<file path="src/rtl/tmr_alu_pkg.sv">
// Shared opcodes, lane health states and opcode decode for the TMR ALU pipeline.
package tmr_alu_pkg;

   localparam logic [2:0] OP_ADD    = 3'b001;
   localparam logic [2:0] OP_SUB_AB = 3'b010;
   localparam logic [2:0] OP_SUB_BA = 3'b100;

   typedef enum logic [1:0] {
      HEALTHY = 2'd0,
      SUSPECT = 2'd1,
      FAILED  = 2'd2
   } lane_state_t;

   function automatic logic op_legal(input logic [2:0] op);
      return (op == OP_ADD) || (op == OP_SUB_AB) || (op == OP_SUB_BA);
   endfunction

endpackage

</file>
<file path="src/rtl/tmr_alu_pipe_if.sv">
// Operand and result handshake bundle between the operand source, the TMR ALU and the result consumer.
interface tmr_alu_pipe_if #(
   parameter int WIDTH = 8
);
   logic             in_valid;
   logic             in_ready;
   logic [WIDTH-1:0] a;
   logic [WIDTH-1:0] b;
   logic [2:0]       op;
   logic             out_valid;
   logic             out_ready;
   logic [WIDTH-1:0] result;
   logic             cout;
   logic             corrected;
   logic             uncorr;
   logic             op_err;

   modport master (
      output in_valid, a, b, op, out_ready,
      input  in_ready, out_valid, result, cout, corrected, uncorr, op_err
   );

   modport slave (
      input  in_valid, a, b, op, out_ready,
      output in_ready, out_valid, result, cout, corrected, uncorr, op_err
   );
endinterface

</file>
<file path="src/rtl/tmr_lane_monitor.sv">
// Health tracker for one ALU lane: counts consecutive disagreements with the vote.
//
// state   | meaning
// HEALTHY | last counted result agreed with the vote
// SUSPECT | one or more consecutive mismatches, remain = mismatches left before FAILED
// FAILED  | lane declared bad; sticky until rst or clr
module tmr_lane_monitor
   import tmr_alu_pkg::*;
#(
   parameter int FAIL_THRESH = 4
) (
   input  logic clk,
   input  logic rst,
   input  logic update,
   input  logic mismatch,
   input  logic clr,
   output logic failed
);
   localparam int RW = (FAIL_THRESH > 1) ? $clog2(FAIL_THRESH) : 1;
   localparam logic [RW-1:0] RUN_LOAD = RW'(FAIL_THRESH - 1);

   lane_state_t   state;
   logic [RW-1:0] remain;

   always_ff @(posedge clk) begin
      if (rst || clr) begin
         state  <= HEALTHY;
         remain <= '0;
         failed <= 1'b0;
      end else if (update) begin
         case (state)
            HEALTHY: begin
               if (mismatch) begin
                  if (FAIL_THRESH == 1) begin
                     state  <= FAILED;
                     failed <= 1'b1;
                  end else begin
                     state  <= SUSPECT;
                     remain <= RUN_LOAD;
                  end
               end
            end
            SUSPECT: begin
               if (!mismatch) begin
                  state  <= HEALTHY;
                  remain <= '0;
               end else if (remain == RW'(1)) begin
                  state  <= FAILED;
                  remain <= '0;
                  failed <= 1'b1;
               end else begin
                  remain <= remain - RW'(1);
               end
            end
            FAILED: begin
               failed <= 1'b1;
            end
            default: begin
               state  <= HEALTHY;
               remain <= '0;
               failed <= 1'b0;
            end
         endcase
      end
   end

endmodule

</file>
<file path="src/rtl/tmr_alu_pipe.sv">
// Two-stage triple-redundant add/subtract ALU with bitwise majority vote,
// lane health tracking and a saturating corrected-error counter.
module tmr_alu_pipe
   import tmr_alu_pkg::*;
#(
   parameter int WIDTH       = 8,
   parameter int FAIL_THRESH = 4,
   parameter int CNT_W       = 8
) (
   input  logic             clk,
   input  logic             rst,
   tmr_alu_pipe_if.slave    bus,
   input  logic [2:0]       inj_lane,
   input  logic [WIDTH:0]   inj_mask,
   input  logic             clr_fault,
   output logic [2:0]       lane_failed,
   output logic [CNT_W-1:0] err_cnt
);
   localparam logic [WIDTH:0] ONE = {{WIDTH{1'b0}}, 1'b1};

   function automatic logic [WIDTH:0] lane_calc(input logic [WIDTH-1:0] a,
                                                input logic [WIDTH-1:0] b,
                                                input logic [2:0]       op);
      logic [WIDTH:0] r;
      r = '0;
      case (op)
         OP_ADD:    r = {1'b0, a}  + {1'b0, b};
         OP_SUB_AB: r = {1'b0, a}  + {1'b0, ~b} + ONE;
         OP_SUB_BA: r = {1'b0, ~a} + {1'b0, b}  + ONE;
         default:   r = '0;
      endcase
      return r;
   endfunction

   logic                 en;
   logic                 legal;
   logic [2:0][WIDTH:0]  lane_w;
   logic [2:0][WIDTH:0]  s1_w;
   logic                 s1_valid;
   logic                 s1_op_err;
   logic [WIDTH:0]       voted;
   logic [2:0]           mm;
   logic                 uncorr_w;
   logic                 corr_w;
   logic                 adv;

   logic                 out_valid_q;
   logic [WIDTH-1:0]     result_q;
   logic                 cout_q;
   logic                 corr_q;
   logic                 uncorr_q;
   logic                 op_err_q;

   assign en           = ~out_valid_q | bus.out_ready;
   assign bus.in_ready = en;
   assign legal        = op_legal(bus.op);

   // Each lane evaluates independently; injection models a fault inside one lane's adder.
   always_comb begin
      lane_w = '0;
      for (int i = 0; i < 3; i++) begin
         lane_w[i] = lane_calc(bus.a, bus.b, bus.op) ^ (inj_lane[i] ? inj_mask : '0);
      end
   end

   always_comb begin
      voted    = (s1_w[0] & s1_w[1]) | (s1_w[0] & s1_w[2]) | (s1_w[1] & s1_w[2]);
      mm       = '0;
      for (int i = 0; i < 3; i++) begin
         mm[i] = (s1_w[i] != voted);
      end
      uncorr_w = (s1_w[0] != s1_w[1]) && (s1_w[0] != s1_w[2]) && (s1_w[1] != s1_w[2]);
      corr_w   = (|mm) & ~uncorr_w;
      adv      = en & s1_valid & ~s1_op_err & ~uncorr_w;
   end

   always_ff @(posedge clk) begin
      if (rst) begin
         s1_valid    <= 1'b0;
         s1_w        <= '0;
         s1_op_err   <= 1'b0;
         out_valid_q <= 1'b0;
         result_q    <= '0;
         cout_q      <= 1'b0;
         corr_q      <= 1'b0;
         uncorr_q    <= 1'b0;
         op_err_q    <= 1'b0;
      end else if (en) begin
         s1_valid    <= bus.in_valid;
         s1_w        <= lane_w;
         s1_op_err   <= ~legal;
         out_valid_q <= s1_valid;
         {cout_q, result_q} <= voted;
         corr_q      <= s1_valid & corr_w;
         uncorr_q    <= s1_valid & uncorr_w;
         op_err_q    <= s1_valid & s1_op_err;
      end
   end

   // A clear in the same cycle as a counted event wins.
   always_ff @(posedge clk) begin
      if (rst || clr_fault) begin
         err_cnt <= '0;
      end else if (adv && corr_w && (err_cnt != {CNT_W{1'b1}})) begin
         err_cnt <= err_cnt + 1'b1;
      end
   end

   for (genvar i = 0; i < 3; i++) begin : g_mon
      tmr_lane_monitor #(
         .FAIL_THRESH (FAIL_THRESH)
      ) u_mon (
         .clk      (clk),
         .rst      (rst),
         .update   (adv),
         .mismatch (mm[i]),
         .clr      (clr_fault),
         .failed   (lane_failed[i])
      );
   end

   assign bus.out_valid = out_valid_q;
   assign bus.result    = result_q;
   assign bus.cout      = cout_q;
   assign bus.corrected = corr_q;
   assign bus.uncorr    = uncorr_q;
   assign bus.op_err    = op_err_q;

endmodule

</file>
<file path="src/flat_wrapper.sv">
// flat-port wrapper written by rule: the top's interface ports become plain ports
module tmr_alu_pipe_flat import tmr_alu_pkg::*;
#(
   parameter int WIDTH       = 8,
   parameter int FAIL_THRESH = 4,
   parameter int CNT_W       = 8
)
  (clk, rst, inj_lane, inj_mask, clr_fault, lane_failed, err_cnt, bus_in_valid, bus_a, bus_b, bus_op, bus_out_ready, bus_in_ready, bus_out_valid, bus_result, bus_cout, bus_corrected, bus_uncorr, bus_op_err);
  tmr_alu_pipe_if #(.WIDTH(WIDTH)) bus_i ();
  input  logic clk;
  input  logic rst;
  input  logic [2:0] inj_lane;
  input  logic [WIDTH:0] inj_mask;
  input  logic clr_fault;
  output logic [2:0] lane_failed;
  output logic [CNT_W-1:0] err_cnt;
  input wire logic [$bits(bus_i.in_valid)-1:0] bus_in_valid;
  input wire logic [$bits(bus_i.a)-1:0] bus_a;
  input wire logic [$bits(bus_i.b)-1:0] bus_b;
  input wire logic [$bits(bus_i.op)-1:0] bus_op;
  input wire logic [$bits(bus_i.out_ready)-1:0] bus_out_ready;
  output wire logic [$bits(bus_i.in_ready)-1:0] bus_in_ready;
  output wire logic [$bits(bus_i.out_valid)-1:0] bus_out_valid;
  output wire logic [$bits(bus_i.result)-1:0] bus_result;
  output wire logic [$bits(bus_i.cout)-1:0] bus_cout;
  output wire logic [$bits(bus_i.corrected)-1:0] bus_corrected;
  output wire logic [$bits(bus_i.uncorr)-1:0] bus_uncorr;
  output wire logic [$bits(bus_i.op_err)-1:0] bus_op_err;
  assign bus_i.in_valid = bus_in_valid;
  assign bus_i.a = bus_a;
  assign bus_i.b = bus_b;
  assign bus_i.op = bus_op;
  assign bus_i.out_ready = bus_out_ready;
  assign bus_in_ready = bus_i.in_ready;
  assign bus_out_valid = bus_i.out_valid;
  assign bus_result = bus_i.result;
  assign bus_cout = bus_i.cout;
  assign bus_corrected = bus_i.corrected;
  assign bus_uncorr = bus_i.uncorr;
  assign bus_op_err = bus_i.op_err;
  tmr_alu_pipe #(.WIDTH(WIDTH), .FAIL_THRESH(FAIL_THRESH), .CNT_W(CNT_W)) u_core (.clk(clk), .rst(rst), .bus(bus_i), .inj_lane(inj_lane), .inj_mask(inj_mask), .clr_fault(clr_fault), .lane_failed(lane_failed), .err_cnt(err_cnt));
endmodule
</file>
<file path="config.mk">
export PLATFORM = sky130hd
export DESIGN_NAME = tmr_alu_pipe_flat
export DESIGN_NICKNAME = d
export VERILOG_FILES = /design/src/rtl/tmr_alu_pkg.sv /design/src/rtl/tmr_alu_pipe_if.sv /design/src/rtl/tmr_lane_monitor.sv /design/src/rtl/tmr_alu_pipe.sv /design/src/flat_wrapper.sv
export SDC_FILE = /design/constraint.sdc
export NUM_CORES = 1
export LEC_CHECK = 0
export ABC_AREA = 1
export CORE_MARGIN = 2
export CORE_UTILIZATION = 55
export DETAILED_ROUTE_END_ITERATION = 10
export GPL_TIMING_DRIVEN = 1
export PLACE_DENSITY = 0.89
export SYNTH_ARGS = -nofsm -noshare
export SYNTH_HDL_FRONTEND = slang
export SYNTH_SLANG_ARGS = --single-unit
</file>
<file path="constraint.sdc">
create_clock -name clk -period 2.4 [get_ports clk]
set_clock_uncertainty 0.15 [all_clocks]
set_input_delay 0.48 -clock clk [delete_from_list [all_inputs] [get_ports clk]]
set_output_delay 0.48 -clock clk [all_outputs]
set_load 0.02 [all_outputs]
</file>
==> reports/results.env <==
CLOCK_SINKS=65
MAX-VDD-IR-DROP_mV=0.275
NUMBER_OF_DESIGN_RULE_VIOLATIONS_LEFT_AFTER_DETAIL_ROUTING=0
CRITICAL-PATH-TOP-CELL-BY-COUNT='nand2_1'
WORSTSETUPSTARTPOINTTYPE='input port'
SYNTH.AREA.TOP_CELLS='dfxtp_1, nand2_1, ha_1'
FINALHOLDVIOLATIONS=0
DIEWIDTH_UM=105
RESULT_OF_THE_RUN='finished, final reports clean'
NETLIST-CELL-TYPE-COUNT=41
AREA.GROWTH.SYNTH_TO_FINAL_PCT=27.0
SYNTHESIS.AREA_UM2=5610
CLKLATENCYLATEPIN_PS=350
FIRST_GLOBAL_VIAS=5508
TNS_PS=0
POWER.SHARE.SWITCHING_PCT=35.4
MINIMUM_SETUP_SLACK_AMONG_REG_TO_REG_PATHS_PS=60
PORT_BUFS=60
SYNTH.YOSYS.SEQ_AREA_SHARE_PCT=23.2
GRT_REMAINING_OVERFLOW=0
POWER.SHARE.CLOCK_PCT=30.7
MAXSLEWVIOLCOUNT=0
CLKSLEWWORSTSETUPHOLDPATHS_PS=80
WORST-PATH-BUF-INV=4
CRITICAL-PATH-TOP-DELAY-FAMILY='simple AND/OR/NAND/NOR gates'
FINISH.CELL_COUNT_WITHOUT_FILLERS=1115
CLOCK_TREE.BUFFER_DEPTH=2
POST-LAYOUT-TOTAL-POWER_W=0.00345
CTS_TREE='built'
PERIOD_SHARE_PCT=99.4
CTS_HOLD_BUF=0
R2R_DEPTH=11
HOLD-PATH-CELL-COUNT=2
MAX_CAP_VIOLATIONS=0
NUMBER_OF_SYNTHESIZED_FLOPS_WITH_AN_ENABLE_PIN=0
WORST_PIN_SLEW_PS=677
CTS-BUFFERS-INSERTED=9
TOTAL_SWITCHING_POWER_W=0.00122
TOTAL_GLOBAL_ROUTE_TRACK_USAGE_PCT=26.4
POST-SYNTH-TOP-AREA-FRACTION_PCT=23.2
CRITICAL_PATH.ENDPOINT_TYPE='flop'
P_COMB_SHARE_PCT=33.8
FIRST_PASS_GRT_WIRE_LENGTH_MM=24.1
FINAL_PERIOD_MINUS_WORST_SETUP_SLACK_PS=2390
DRT_ITER0_MARKERS=385
CRITPATHREQUIREDTIME_PS=2510
DP.CELLS=1095
CP_NUM_CELLS=14
YS.FLOP_TYPE='dfxtp_1'
DRIVE_GT1_SHARE_PCT=15.6
GRT_START_MAX_NET_PINS=54
ANTENNA-DIODE-COUNT=0
NUMBER_OF_ANTENNA_VIOLATIONS_AT_THE_FIRST_CHECK_IN_GLOBAL_ROUTING=0
CELL_CHAIN_OF_THE_CRITICAL_PATH='dlygate4sd2_1, inv_1, buf_4, ha_1, nand2_1, nand3_1, a21oi_1, nand2_1, nand2_1, nand3_2, nand2_1, nand2_1, o21bai_1, inv_1'
SETUP_VIOLATIONS=0
ROUTED_WIRELENGTH_MM=15.2
NUM_VIAS=6005
SLEW_HEADROOM_PCT=54.4
CELLINTERNALPOWER_W=0.00223
SYNTH_ASYNC_SR_FLOP_SHARE_PCT=0
AVGSYNTHCELLAREA_UM2=6.43
DESIGN.DIE.AREA_UM2=11000
FINAL_UTIL_PCT=72.6
ARRIVAL_PS=2490
HP-START='u_core.bus.uncorr$_SDFFE_PP0N_'
CTS-ROOT-BUF='clkbuf_8'
SYN_NETS=976
PWR-SHARE-SEQ_PCT=35.5
FLOORPLAN.INITIALDENSITY_PCT=57.2
CORE_AREA_UM2=9820
ROW_COUNT=36
R2R_START='u_core.s1_w[16]$_SDFFE_PP0N_'
NFILLCELLS=740
POWER_DENSITY_nW_PER_UM2=484
HOLD_PATH_END='u_core.bus.uncorr$_SDFFE_PP0N_'
CLOCK.FMAX_MHz=419
AVGVIACOUNTPERCELL=5.39
FINAL.HOLD.WORST_SLACK_PS=320
YS_WARN_COUNT=0
WORST_PATH_LARGEST_CELL_DELAY_PS=360
TIMING.HOLD.WORST.CLASS='reg2reg'
LIBRARY_CELL_CONTRIBUTING_THE_LARGEST_SINGLE_DELAY_ON_THE_CRITICAL_PATH='dlygate4sd2_1'
SETUP.WORST_PATH.CLASS='in2reg'
CRIT_FANOUT=6
IOPINCOUNT=61
WORSTREG2REGEND='u_core.g_mon[0].u_mon.state[0]$_SDFFE_PP0P_'
SYNTH_MOST_COMMON_CELL='nand2_1'
FINAL_NETS=1080
YS_SEQ_ELEMENTS=65
FIRSTDRTPASSITERS=7
ROUTE.ANTENNA.REMAINING_NETS=0
DP_HPWL_MM=11.0
CTS_HTREE_LEVELS=3
CELLS_AFTER_SYNTH=873
DIE_HEIGHT_UM=105
GP_ROUTABILITY_CONGESTION=0.921
ROUTEDWLPERCELL_UM=13.6
P_LEAK_nW=3.66
YS_TOP_CELLS_BY_COUNT='nand2_1, inv_1, nor2_1'
SYNTH_TOP_AREA_CELL='dfxtp_1'
==> flip-flops by register name, summed over array words and instances (netlist names), 3 cells and up <==
register                   flops
u_core.g_mon.u_mon.state       6
u_core.err_cnt                 8
u_core.s1_w                   27
u_core.g_mon.u_mon.failed      3
u_core.g_mon.u_mon.remain      6
u_core.bus.result              8
==> cell families after synthesis <==
| family | share of synthesized area, % |
|---|---|
| compound gates | 13.4 |
| xor+xnor | 2.03 |
| fa+ha+maj | 15.3 |
| buf+inv | 12.8 |
| flops | 23.2 |
| simple gates | 33.3 |
==> stage by stage <==
stage | cell area (um^2) | setup slack, ps
3_5_place_dp | 6680 | -638
6_report | 7130 | 14.8
2_1_floorplan | 5610 | 163
4_1_cts | 6920 | -71.1
5_1_grt | 7130 | -153
3_3_place_gp | 6680 | -470
==> per-layer routing <==
metal / part of all wire [%] / GRT usage [%]
met3: 6.2 / 5.18
met5: 0 / 0
met1: 41 / 31.7
met2: 49 / 45.2
met4: 3.7 / 12.7
==> layout make-up <==
type / count / area, um^2 / share of cell area (%)
Multi-Input combinational cell: 625 / 3780 / 53.1
Sequential cell: 65 / 1310 / 18.3
Timing Repair Buffer: 116 / 1040 / 14.6
Inverter: 160 / 601 / 8.43
Tap cell: 133 / 166 / 2.33
Clock buffer: 9 / 124 / 1.74
Clock inverter: 7 / 101 / 1.42
==> placed cells by master (no fill, tap or decap), types with 14 or more instances in the layout <==
master / instances
clkdlybuf4s50_1: 52
nand2_1: 215
inv_1: 149
nand2_2: 14
nand3_1: 49
dfxtp_1: 61
o21bai_1: 15
buf_4: 53
ha_1: 57
nor2_1: 76
o21ai_0: 38
nand4_1: 16
a21oi_1: 40
==> power by group through the flow <==
stage	Sequential, W	Combinational (W)	Clock, W
2_1_floorplan	0.00124	0.000678	0
3_3_place_gp	0.00124	0.00103	0
3_5_place_dp	0.00124	0.00106	0
4_1_cts	0.00122	0.00108	0.00107
5_1_grt	0.00123	0.00130	0.00112
6_report	0.00122	0.00117	0.00106
==> worst reg2reg max path: stages, from the launching register on <==
cell and delay, ps:
dfxtp_2 350, ha_1 310, nor3_1 260, nand4_1 220, nand3_1 150, nand2_1 80
nor2_2 130, buf_12 150, nand2_1 90, nor3_2 180, nor2_1 80, nor2_1 120
==> worst max-delay path by stage <==
stage | from | to | slack [ps]
detailed placement | bus_a[0] | u_core.s1_w[26]$_SDFFE_PP0N_ | -640
finish | bus_a[1] | u_core.s1_w[23]$_SDFFE_PP0N_ | 10
CTS | bus_b[2] | u_core.s1_w[26]$_SDFFE_PP0N_ | -70
floorplan | bus_a[0] | u_core.s1_w[17]$_SDFFE_PP0N_ | 160
global route | bus_a[1] | u_core.s1_w[23]$_SDFFE_PP0N_ | -150
global placement | bus_b[0] | u_core.s1_w[26]$_SDFFE_PP0N_ | -470
==> repair_timing <==
action / 4_1_cts / 5_1_grt
resized for setup: 14 / 54
pin swaps: 5 / 15
buffers inserted: 0 / 4
endpoints found under the setup margin: 19 / 30
No activity file was read; power rests on OpenSTA's default activity.
